==> src/rtl/frame_arbiter_pkg.sv <==
// Shared constants for the ZBT frame-buffer arbiter: requester IDs and default geometry.
package frame_arbiter_pkg;
    localparam int FRAME_WORDS = 153600;
    localparam int LATENCY     = 2;

    typedef enum logic [1:0] {
        REQ_NONE = 2'd0,
        REQ_VGA  = 2'd1,
        REQ_NTSC = 2'd2,
        REQ_PROJ = 2'd3
    } req_id_t;
endpackage

==> src/rtl/frame_arbiter_zbt_pipe.sv <==
// Fixed-latency shadow of the ZBT pipeline: carries {valid, requester, write data}
// so write data and read-return steering line up with the SRAM.
module zbt_pipe #(
    parameter int LATENCY   = 2,
    parameter int MEM_WIDTH = 36
) (
    input  logic                       clock,
    input  logic                       reset_b,
    input  logic                       in_valid,
    input  frame_arbiter_pkg::req_id_t in_id,
    input  logic [MEM_WIDTH-1:0]       in_data,
    output logic                       out_valid,
    output frame_arbiter_pkg::req_id_t out_id,
    output logic [MEM_WIDTH-1:0]       out_data
);
    import frame_arbiter_pkg::*;

    logic [LATENCY-1:0]                vld_pipe;
    logic [LATENCY-1:0][1:0]           id_pipe;
    logic [LATENCY-1:0][MEM_WIDTH-1:0] dat_pipe;

    always_ff @(posedge clock or negedge reset_b) begin
        if (!reset_b) begin
            vld_pipe <= '0;
            id_pipe  <= '0;
            dat_pipe <= '0;
        end else begin
            vld_pipe[0] <= in_valid;
            id_pipe[0]  <= in_id;
            dat_pipe[0] <= in_data;
            for (int i = 1; i < LATENCY; i++) begin
                vld_pipe[i] <= vld_pipe[i-1];
                id_pipe[i]  <= id_pipe[i-1];
                dat_pipe[i] <= dat_pipe[i-1];
            end
        end
    end

    assign out_valid = vld_pipe[LATENCY-1];
    assign out_id    = req_id_t'(id_pipe[LATENCY-1]);
    assign out_data  = dat_pipe[LATENCY-1];
endmodule

==> src/rtl/frame_arbiter.sv <==
// Arbitrates the double-buffered ZBT frame buffer between the VGA reader and two writers.
// VGA wins outright; writers alternate; one outstanding transaction per requester.
module frame_arbiter #(
    parameter int MEM_WIDTH   = 36,
    parameter int ADDR_WIDTH  = 18,
    parameter int FRAME_WORDS = frame_arbiter_pkg::FRAME_WORDS,
    parameter int LATENCY     = frame_arbiter_pkg::LATENCY
) (
    input  logic                  clock,
    input  logic                  reset_b,
    input  logic                  frame_flag,
    input  logic                  vga_flag,
    output logic [MEM_WIDTH-1:0]  vga_pixel,
    output logic                  done_vga,
    input  logic                  ntsc_flag,
    input  logic [ADDR_WIDTH-1:0] ntsc_addr,
    input  logic [MEM_WIDTH-1:0]  ntsc_pixel,
    output logic                  done_ntsc,
    input  logic                  proj_flag,
    input  logic [ADDR_WIDTH-1:0] proj_addr,
    input  logic [MEM_WIDTH-1:0]  proj_pixel,
    output logic                  done_proj,
    output logic [ADDR_WIDTH:0]   mem_addr,
    output logic                  mem_we,
    output logic [MEM_WIDTH-1:0]  mem_din,
    input  logic [MEM_WIDTH-1:0]  mem_dout
);
    import frame_arbiter_pkg::*;

    localparam logic [ADDR_WIDTH-1:0] LAST_WORD = ADDR_WIDTH'(FRAME_WORDS - 1);

    logic                  display_sel, frame_flag_d, rr_proj;
    logic                  vga_pend, ntsc_pend, proj_pend;
    logic                  vga_ok, ntsc_ok, proj_ok;
    logic [ADDR_WIDTH-1:0] vga_cnt, wr_addr;
    logic [MEM_WIDTH-1:0]  wr_data, pipe_data;
    logic                  ret_valid;
    req_id_t               gnt, ret_id;

    assign vga_ok  = vga_flag  & ~vga_pend  & ~frame_flag;
    assign ntsc_ok = ntsc_flag & ~ntsc_pend & ~frame_flag;
    assign proj_ok = proj_flag & ~proj_pend & ~frame_flag;

    always_comb begin
        gnt = REQ_NONE;
        if (vga_ok)                gnt = REQ_VGA;
        else if (ntsc_ok && proj_ok) gnt = rr_proj ? REQ_PROJ : REQ_NTSC;
        else if (ntsc_ok)          gnt = REQ_NTSC;
        else if (proj_ok)          gnt = REQ_PROJ;
    end

    assign wr_addr   = (gnt == REQ_PROJ) ? proj_addr  : ntsc_addr;
    assign wr_data   = (gnt == REQ_PROJ) ? proj_pixel : ntsc_pixel;
    assign pipe_data = (gnt == REQ_NTSC || gnt == REQ_PROJ) ? wr_data : '0;

    zbt_pipe #(.LATENCY(LATENCY), .MEM_WIDTH(MEM_WIDTH)) u_pipe (
        .clock     (clock),
        .reset_b   (reset_b),
        .in_valid  (gnt != REQ_NONE),
        .in_id     (gnt),
        .in_data   (pipe_data),
        .out_valid (ret_valid),
        .out_id    (ret_id),
        .out_data  (mem_din)
    );

    always_ff @(posedge clock or negedge reset_b) begin
        if (!reset_b) begin
            display_sel  <= 1'b0;
            frame_flag_d <= 1'b0;
            rr_proj      <= 1'b0;
            vga_pend     <= 1'b0;
            ntsc_pend    <= 1'b0;
            proj_pend    <= 1'b0;
            vga_cnt      <= '0;
            mem_addr     <= '0;
            mem_we       <= 1'b0;
            done_ntsc    <= 1'b0;
            done_proj    <= 1'b0;
            done_vga     <= 1'b0;
            vga_pixel    <= '0;
        end else begin
            frame_flag_d <= frame_flag;
            mem_we       <= 1'b0;
            done_ntsc    <= 1'b0;
            done_proj    <= 1'b0;
            done_vga     <= 1'b0;

            // A requester stays blocked until its done pulse has been seen.
            if (done_vga)  vga_pend  <= 1'b0;
            if (done_ntsc) ntsc_pend <= 1'b0;
            if (done_proj) proj_pend <= 1'b0;

            if (frame_flag && !frame_flag_d) begin
                display_sel <= ~display_sel;
                vga_cnt     <= '0;
            end

            case (gnt)
                REQ_VGA: begin
                    mem_addr <= {display_sel, vga_cnt};
                    vga_cnt  <= (vga_cnt == LAST_WORD) ? '0 : vga_cnt + 1'b1;
                    vga_pend <= 1'b1;
                end
                REQ_NTSC, REQ_PROJ: begin
                    // Out-of-range writes are acknowledged but never reach the SRAM.
                    mem_addr <= {~display_sel, wr_addr};
                    mem_we   <= (wr_addr <= LAST_WORD);
                    if (gnt == REQ_NTSC) begin
                        done_ntsc <= 1'b1;
                        ntsc_pend <= 1'b1;
                        rr_proj   <= 1'b1;
                    end else begin
                        done_proj <= 1'b1;
                        proj_pend <= 1'b1;
                        rr_proj   <= 1'b0;
                    end
                end
                default: ;
            endcase

            if (ret_valid && ret_id == REQ_VGA) begin
                vga_pixel <= mem_dout;
                done_vga  <= 1'b1;
            end
        end
    end
endmodule

==> config.mk <==
export PLATFORM = sky130hd
export DESIGN_NAME = frame_arbiter
export DESIGN_NICKNAME = d
export VERILOG_FILES = /design/src/rtl/frame_arbiter_pkg.sv /design/src/rtl/frame_arbiter_zbt_pipe.sv /design/src/rtl/frame_arbiter.sv
export SDC_FILE = /design/constraint.sdc
export NUM_CORES = 1
export LEC_CHECK = 0
export ABC_AREA = 0
export CORE_MARGIN = 3
export CORE_UTILIZATION = 35
export DETAILED_ROUTE_END_ITERATION = 12
export PLACE_DENSITY_LB_ADDON = 0.1
export SKIP_CTS_REPAIR_TIMING = 1
export SLEW_MARGIN = 0
export SYNTH_ARGS = -nofsm -noshare
export SYNTH_HDL_FRONTEND = slang
export SYNTH_SLANG_ARGS = --single-unit
==> constraint.sdc <==
create_clock -name clock -period 1.8 [get_ports clock]
set_input_delay 0.18 -clock clock [delete_from_list [all_inputs] [get_ports clock]]
set_output_delay 0.18 -clock clock [all_outputs]
set_load 0.01 [all_outputs]
==> results of run 1 <==
-- worst paths after layout --
check                                     from                  end  slack, ns  depth (start not counted)
setup / recovery                    vga_cnt[0]          vga_cnt[14]       0.04                          8
hold / removal                         reset_b  u_pipe.out_data[12]       0.20                          2
setup reg to reg                    vga_cnt[0]          vga_cnt[14]       0.04                          8
hold reg to reg            u_pipe.dat_pipe[21]  u_pipe.out_data[21]       0.35                          0
max in group asynchronous              reset_b          mem_addr[0]       0.96                          3
min in group clock                mem_dout[10]        vga_pixel[10]       0.29                          3
-- cell families after synthesis --
family / Yosys count
xor gates and xnor gates: 1
adders and majority gates: 1
and+or+nand+nor: 193
muxes: 12
buffers and inverters: 75
AOI/OAI and AO/OA: 118
DFF: 161
-- through the flow --
stage               power, W  cell area (um2)  TNS [ns]  instances  worst slack, ns
floorplan            0.00701             6360         0        561            0.114
global placement     0.00941             9170     -5.70       1021           -0.150
detailed placement   0.00951             9170    -10.07       1021           -0.236
CTS                   0.0131             9750         0       1053        0.0000597
global route          0.0138             9890    -0.283       1058          -0.0560
finish                0.0130             9890         0       1058           0.0419
-- cells in the mapped netlist, drive strengths merged (3+ instances only) --
library cell,number,area [um2]
a22o,36,315
nand2b,5,31.3
a21o,7,52.6
nor2,16,67.6
nand2,129,487
o21ai,27,135
a221o,6,61.3
dfrtp,161,4030
nor3,3,15.0
nand3,11,60.1
a22oi,17,128
and2,4,25.0
nor3b,3,27.5
a21oi,11,55.1
buf,54,365
and4,3,26.3
or3,5,31.3
nand4,3,18.8
and3,7,43.8
mux2i,10,100
clkbuf,10,37.5
inv,11,41.3
-- metal layers --
metal  track usage  wire, um  vias up
met2         0.302      9050      183
met3        0.0600      1340       18
met5             0         0        -
met1         0.233      7550     2527
met4        0.0648       261        0
li1              -         -     2420
-- cell usage in the layout (no fill, tap or decap), types with 6 or more instances in the layout --
cell / n
clkdlybuf4s50_1: 243
dfrtp_1: 161
nand2_1: 126
buf_4: 49
a22o_1: 36
o21ai_0: 21
a22oi_1: 17
clkbuf_16: 17
nor2_1: 15
a21oi_1: 11
mux2i_1: 10
inv_1: 9
nand3_1: 9
a21o_1: 7
and3_1: 7
buf_12: 7
o21ai_1: 6
-- final cells by class --
class / count / area share
Sequential cell: 161 / 0.407
Clock inverter: 14 / 0.0145
Multi-Input combinational cell: 325 / 0.198
Inverter: 11 / 0.00443
Clock buffer: 18 / 0.0444
Tap cell: 225 / 0.0285
Timing Repair Buffer: 304 / 0.303
-- worst reg2reg max path, delay by kind of cell, from the launching register on --
family | cells | cell delay, ns
buffers and inverters | 2 | 0.29
AOI/OAI and AO/OA | 1 | 0.07
and+or+nand+nor | 4 | 0.76
adders and majority gates | 1 | 0.18
DFF | 1 | 0.40
-- power by group through the flow --
stage | clock network [W] | logic (W) | registers [W]
2_1_floorplan | 0 | 0.00155 | 0.00545
3_3_place_gp | 0 | 0.00421 | 0.00519
3_5_place_dp | 0 | 0.00428 | 0.00522
4_1_cts | 0.00363 | 0.00430 | 0.00516
5_1_grt | 0.00381 | 0.00467 | 0.00528
6_report | 0.00352 | 0.00432 | 0.00516
-- state kept, by name, summed over array words and instances, names as in the netlist, 2 cells and up --
signal,cells
u_pipe.dat_pipe,36
u_pipe.out_data,36
vga_pixel,36
mem_addr,19
vga_cnt,18
u_pipe.id_pipe,2
u_pipe.out_id,2
u_pipe.vld_pipe,2
==> flow_summary.toml, run 1 <==
[final_layout]
fillcell_total = 1455
antenna-diode-count = 0
layout-area-overhead-vs-synth_pct = 55.5
seq_area_um2 = 4030
multi_input_comb_area_um2 = 1960
nNetsFinal = 971
final_util = 0.564
share_of_layout_cells_above_drive_strength_1 = 0.136

[cts]
cts-htree-levels = 4
cts.clk_slew.worst_paths_ns = 0.07
numCtsBuffers = 17
ctsRootBufferMaster = "clkbuf_16"
tritoncts = "done"
cts.sinks = 161
clk_latency_ns = 0.42
cts-root-to-sink-buffers = 2

[logic_synthesis]
mux_cell_area_share_after_synthesis = 0.0193
syn-instance-count = 561
synth-compound-area-share = 0.136
syn-num-nets = 712
synth_cell_type_count = 51
async_flop_share = 1.00
postSynthRegisterBits = 161
yosysSeqAreaShare = 0.633
synth_edf_count = 0
synth-main-ff-cell = "dfrtp_1"
synthesis.area_um2 = 6360
fraction_of_the_mapped_netlist_area_in_adder_cells = 0.00197
dominant_combinational_cell_family_by_area_after_synthesis = "simple AND/OR/NAND/NOR gates"
synth-simple-area-share = 0.139
synth-warning-count = 0
postSynthAreaPerCell_um2 = 11.3
yosys.area_share.xor_xnor = 0.00138

[grt]
grt_pass1_wl_um = 28900
track_usage = 0.185
grt_pass1_vias = 5372
antenna_violations_before_repair = 0
grt_max_degree = 59
grt_overflow_total = 0

[detailed_routing]
wirelength_um = 18200
ant_nets = 0
remaining_drc_errors = 0
drt_first_iter_violations = 232
via_per_inst = 4.87
wl_per_cell_um = 17.2
vias = 5148
drt-pass1-iter-count = 6

[worst_setup_path]
crit_path_max_fanout = 3
cp_common_cell = "buf_4"
cpLargestDelayFamily = "simple AND/OR/NAND/NOR gates"
critPathSlowestCell = "dfrtp_1"
timing.critical_path.slowest_cell_delay_ns = 0.40
critical_path.n_buffers_inverters = 2
crit_arrival_ns = 2.11
critPathRequiredTime_ns = 2.15
critical_path.startpoint_type = "flop"
critical_path.cell_chain = "ha_4 > nand3_4 > nor4_4 > buf_4 > buf_4 > nand4_1 > or3_1 > o21ai_1"
timing.setup.critical_path_class = "flop to flop"
type_of_element_capturing_the_critical_path = "flop"

[sta]
slew_headroom = 0.609
layout_worst_path_cycle_share = 0.977
skew_final_ns = 0.0134
report.final.slew_viol_count = 0
hold_slack_ns = 0.204
achievable-frequency_ghz = 0.569
finalCriticalPeriod_ns = 1.76
unrepaired_setup_endpoints_after_global_routing = "true"
worst_pin_slew_ns = 0.586
setup_violations = 0
finalHoldViolations = 0

[power_and_ir_drop]
worst_ir_drop_vdd_uv = 668
netSwitchingFraction = 0.299
intPower_w = 0.00912
power_density_nw_per_um2 = 1310
power_frac_clock = 0.271
switching_power_w = 0.00388
combinationalPowerShare = 0.332
power_frac_seq = 0.397
static-leakage-power_nw = 4.55

[die]
die-height_um = 141
core-area_um2 = 17500
num_io_pins = 245
floorplan.die_area_um2 = 19800
initial_utilization = 0.363
num_rows = 48
die_width_um = 141

[hold_path]
holdCritPathClass = "input pin to async pin"

[placement]
place.port_buffers = 244
gpl.final_weighted_congestion = 0.866
detailedPlacementHpwl_um = 13400

[job]
timing.max_cap.violations = 0

[outcome]
run_status = "finished clean"
Power figures use the tool's default switching activity.
==> run 2: changes to the inputs <==
--- a/config.mk
+++ b/config.mk
@@ -10,7 +10,6 @@
 export CORE_UTILIZATION = 35
 export DETAILED_ROUTE_END_ITERATION = 12
 export PLACE_DENSITY_LB_ADDON = 0.1
-export SKIP_CTS_REPAIR_TIMING = 1
 export SLEW_MARGIN = 0
 export SYNTH_ARGS = -nofsm -noshare
 export SYNTH_HDL_FRONTEND = slang
==> run 2 against run 1 <==
Combinational power hardly changed. Clock power barely moved. Clock-buffer cell count unchanged. Clock skew rose by 0.0012 ns. Non-clock buffer count unchanged. Setup slack better by 0.0038 ns. Register-to-register slack hardly changed. Critical path type unchanged.
==> flow_summary.toml, run 2 (synthesized netlist as in run 1, its figures left out) <==
[outcome]
run_status = "finished clean"

[sta]
unrepaired_setup_endpoints_after_global_routing = "true"
layout_setup_ws_ns = 0.0457
report.final.slew_viol_count = 0
skew_final_ns = 0.0146
setup_violations = 0
finalHoldViolations = 0
finalCriticalPeriod_ns = 1.75
fin_tns_setup_ns = 0
worst_pin_slew_ns = 0.586
slew_headroom = 0.609
achievable-frequency_ghz = 0.570
layout_worst_path_cycle_share = 0.975

[placement]
gpl.final_weighted_congestion = 0.866
place.detailed.instances = 1021
dpl_ws_ns = -0.236
placed_cell_area_um2 = 9170
place.port_buffers = 244
detailedPlacementHpwl_um = 13400

[worst_setup_path]
critical_path.startpoint_type = "flop"
timing.setup.critical_path_class = "flop to flop"
critPathRequiredTime_ns = 2.10
crit_path_max_fanout = 6
type_of_element_capturing_the_critical_path = "flop"
crit_arrival_ns = 2.05
worst-r2r-setup-slack_ns = 0.05

[job]
timing.max_cap.violations = 0

[final_layout]
fillcell_total = 1455
layout.cells.non_filler = 1058
share_of_layout_cells_above_drive_strength_1 = 0.136
seq_area_um2 = 4030
layout_commonest_cell = "clkdlybuf4s50_1"
stdcell_area_um2 = 9890
layout-area-overhead-vs-synth_pct = 55.5
multi_input_comb_area_um2 = 1960
antenna-diode-count = 0
nNetsFinal = 971
layout_common_cells = "243 x clkdlybuf4s50_1, 161 x dfrtp_1, 126 x nand2_1, 49 x buf_4, 36 x a22o_1"

[grt]
global_route.usage.met3 = 0.0600
global_route.usage.met1 = 0.233
track_usage = 0.185
grt_overflow_total = 0
grt_max_degree = 59
grt_pass1_wl_um = 28900
grt_pass1_vias = 5372
globalRoute.busiestLayer = "met2"
global_route_met2_utilization = 0.302
antenna_violations_before_repair = 0

[power_and_ir_drop]
power_density_nw_per_um2 = 1310
worst_ir_drop_vdd_uv = 671
power_frac_clock = 0.271
power_frac_seq = 0.397
netSwitchingFraction = 0.299
static-leakage-power_nw = 4.55
switching_power_w = 0.00388
intPower_w = 0.00912
combinationalPowerShare = 0.332

[cts]
cts-root-to-sink-buffers = 2
clk_latency_ns = 0.42
cts-htree-levels = 4
numCtsBuffers = 17
cts.clk_slew.worst_paths_ns = 0.07
ctsRootBufferMaster = "clkbuf_16"
tritoncts = "done"
cts.sinks = 161

[die]
num_rows = 48
floorplan.die_area_um2 = 19800
core-area_um2 = 17500
num_io_pins = 245
die-height_um = 141
die_width_um = 141
initial_utilization = 0.363

[detailed_routing]
wl_per_cell_um = 17.2
vias = 5152
ant_nets = 0
remaining_drc_errors = 0
drt-pass1-iter-count = 6
via_per_inst = 4.87
drt_first_iter_violations = 218
wirelength_um = 18200

[hold_path]
holdCritPathClass = "input pin to async pin"
==> run 2: cell counts in the layout (fill, tap and decap cells not counted) <==
No cell type changed its count.
==> run 2: repair_timing <==
action | CTS | global route
hold buffers | 1 | 0
hold endpoints to repair | 85 | 0
gates resized for setup | 0 | 19
setup buffers | 0 | 4
endpoints found under the setup margin | 0 | 16
==> run 2: power groups by stage <==
stage | sequential (W) | clock, W | combinational [W]
after floorplan | 0.00545 | 0 | 0.00155
after global placement | 0.00519 | 0 | 0.00421
after detailed placement | 0.00522 | 0 | 0.00428
after CTS | 0.00516 | 0.00363 | 0.00430
after global routing | 0.00528 | 0.00381 | 0.00467
final | 0.00516 | 0.00353 | 0.00432
==> run 2: final timing paths <==
path	end	from	cells past startpoint
worst max-delay path	vga_cnt[1]	vga_cnt[0]	7
worst min-delay path	u_pipe.out_data[12]	reset_b	2
worst max register to register	vga_cnt[1]	vga_cnt[0]	7
worst min register to register	u_pipe.out_data[21]	u_pipe.dat_pipe[21]	0
max in group asynchronous	vga_cnt[8]	reset_b	3
min in group clock	vga_pixel[10]	mem_dout[10]	3
==> run 2: area by class of cell <==
type                       instances  share of cell area
multi-input combinational        325               0.198
timing repair buffer             304               0.303
clock buffer                      18              0.0444
inverter                          11             0.00443
sequential                       161               0.407
clock inverter                    14              0.0145
tap                              225              0.0285
==> run 2: metal layers <==
layer / wire length (um) / share of wire
met1: 7530 / 0.41
met2: 9040 / 0.50
met3: 1410 / 0.077
met4: 249 / 0.014
met5: 0 / 0
==> run 2: critical path, stage by stage, from the launching register on <==
cell and delay, ns:
dfrtp_1 0.40, ha_4 0.18, nand3_4 0.09, nor4_4 0.28, buf_4 0.17, a41oi_4 0.13
buf_6 0.17, a22o_1 0.23
==> run 2: stage by stage <==
stage           util  power [W]  hold WS (ns)
6_report       0.564     0.0130         0.203
5_1_grt        0.564     0.0138         0.201
4_1_cts        0.557     0.0131         0.189
3_5_place_dp   0.523    0.00951        0.0806
3_3_place_gp   0.523    0.00941        0.0804
2_1_floorplan      -    0.00701        -0.116
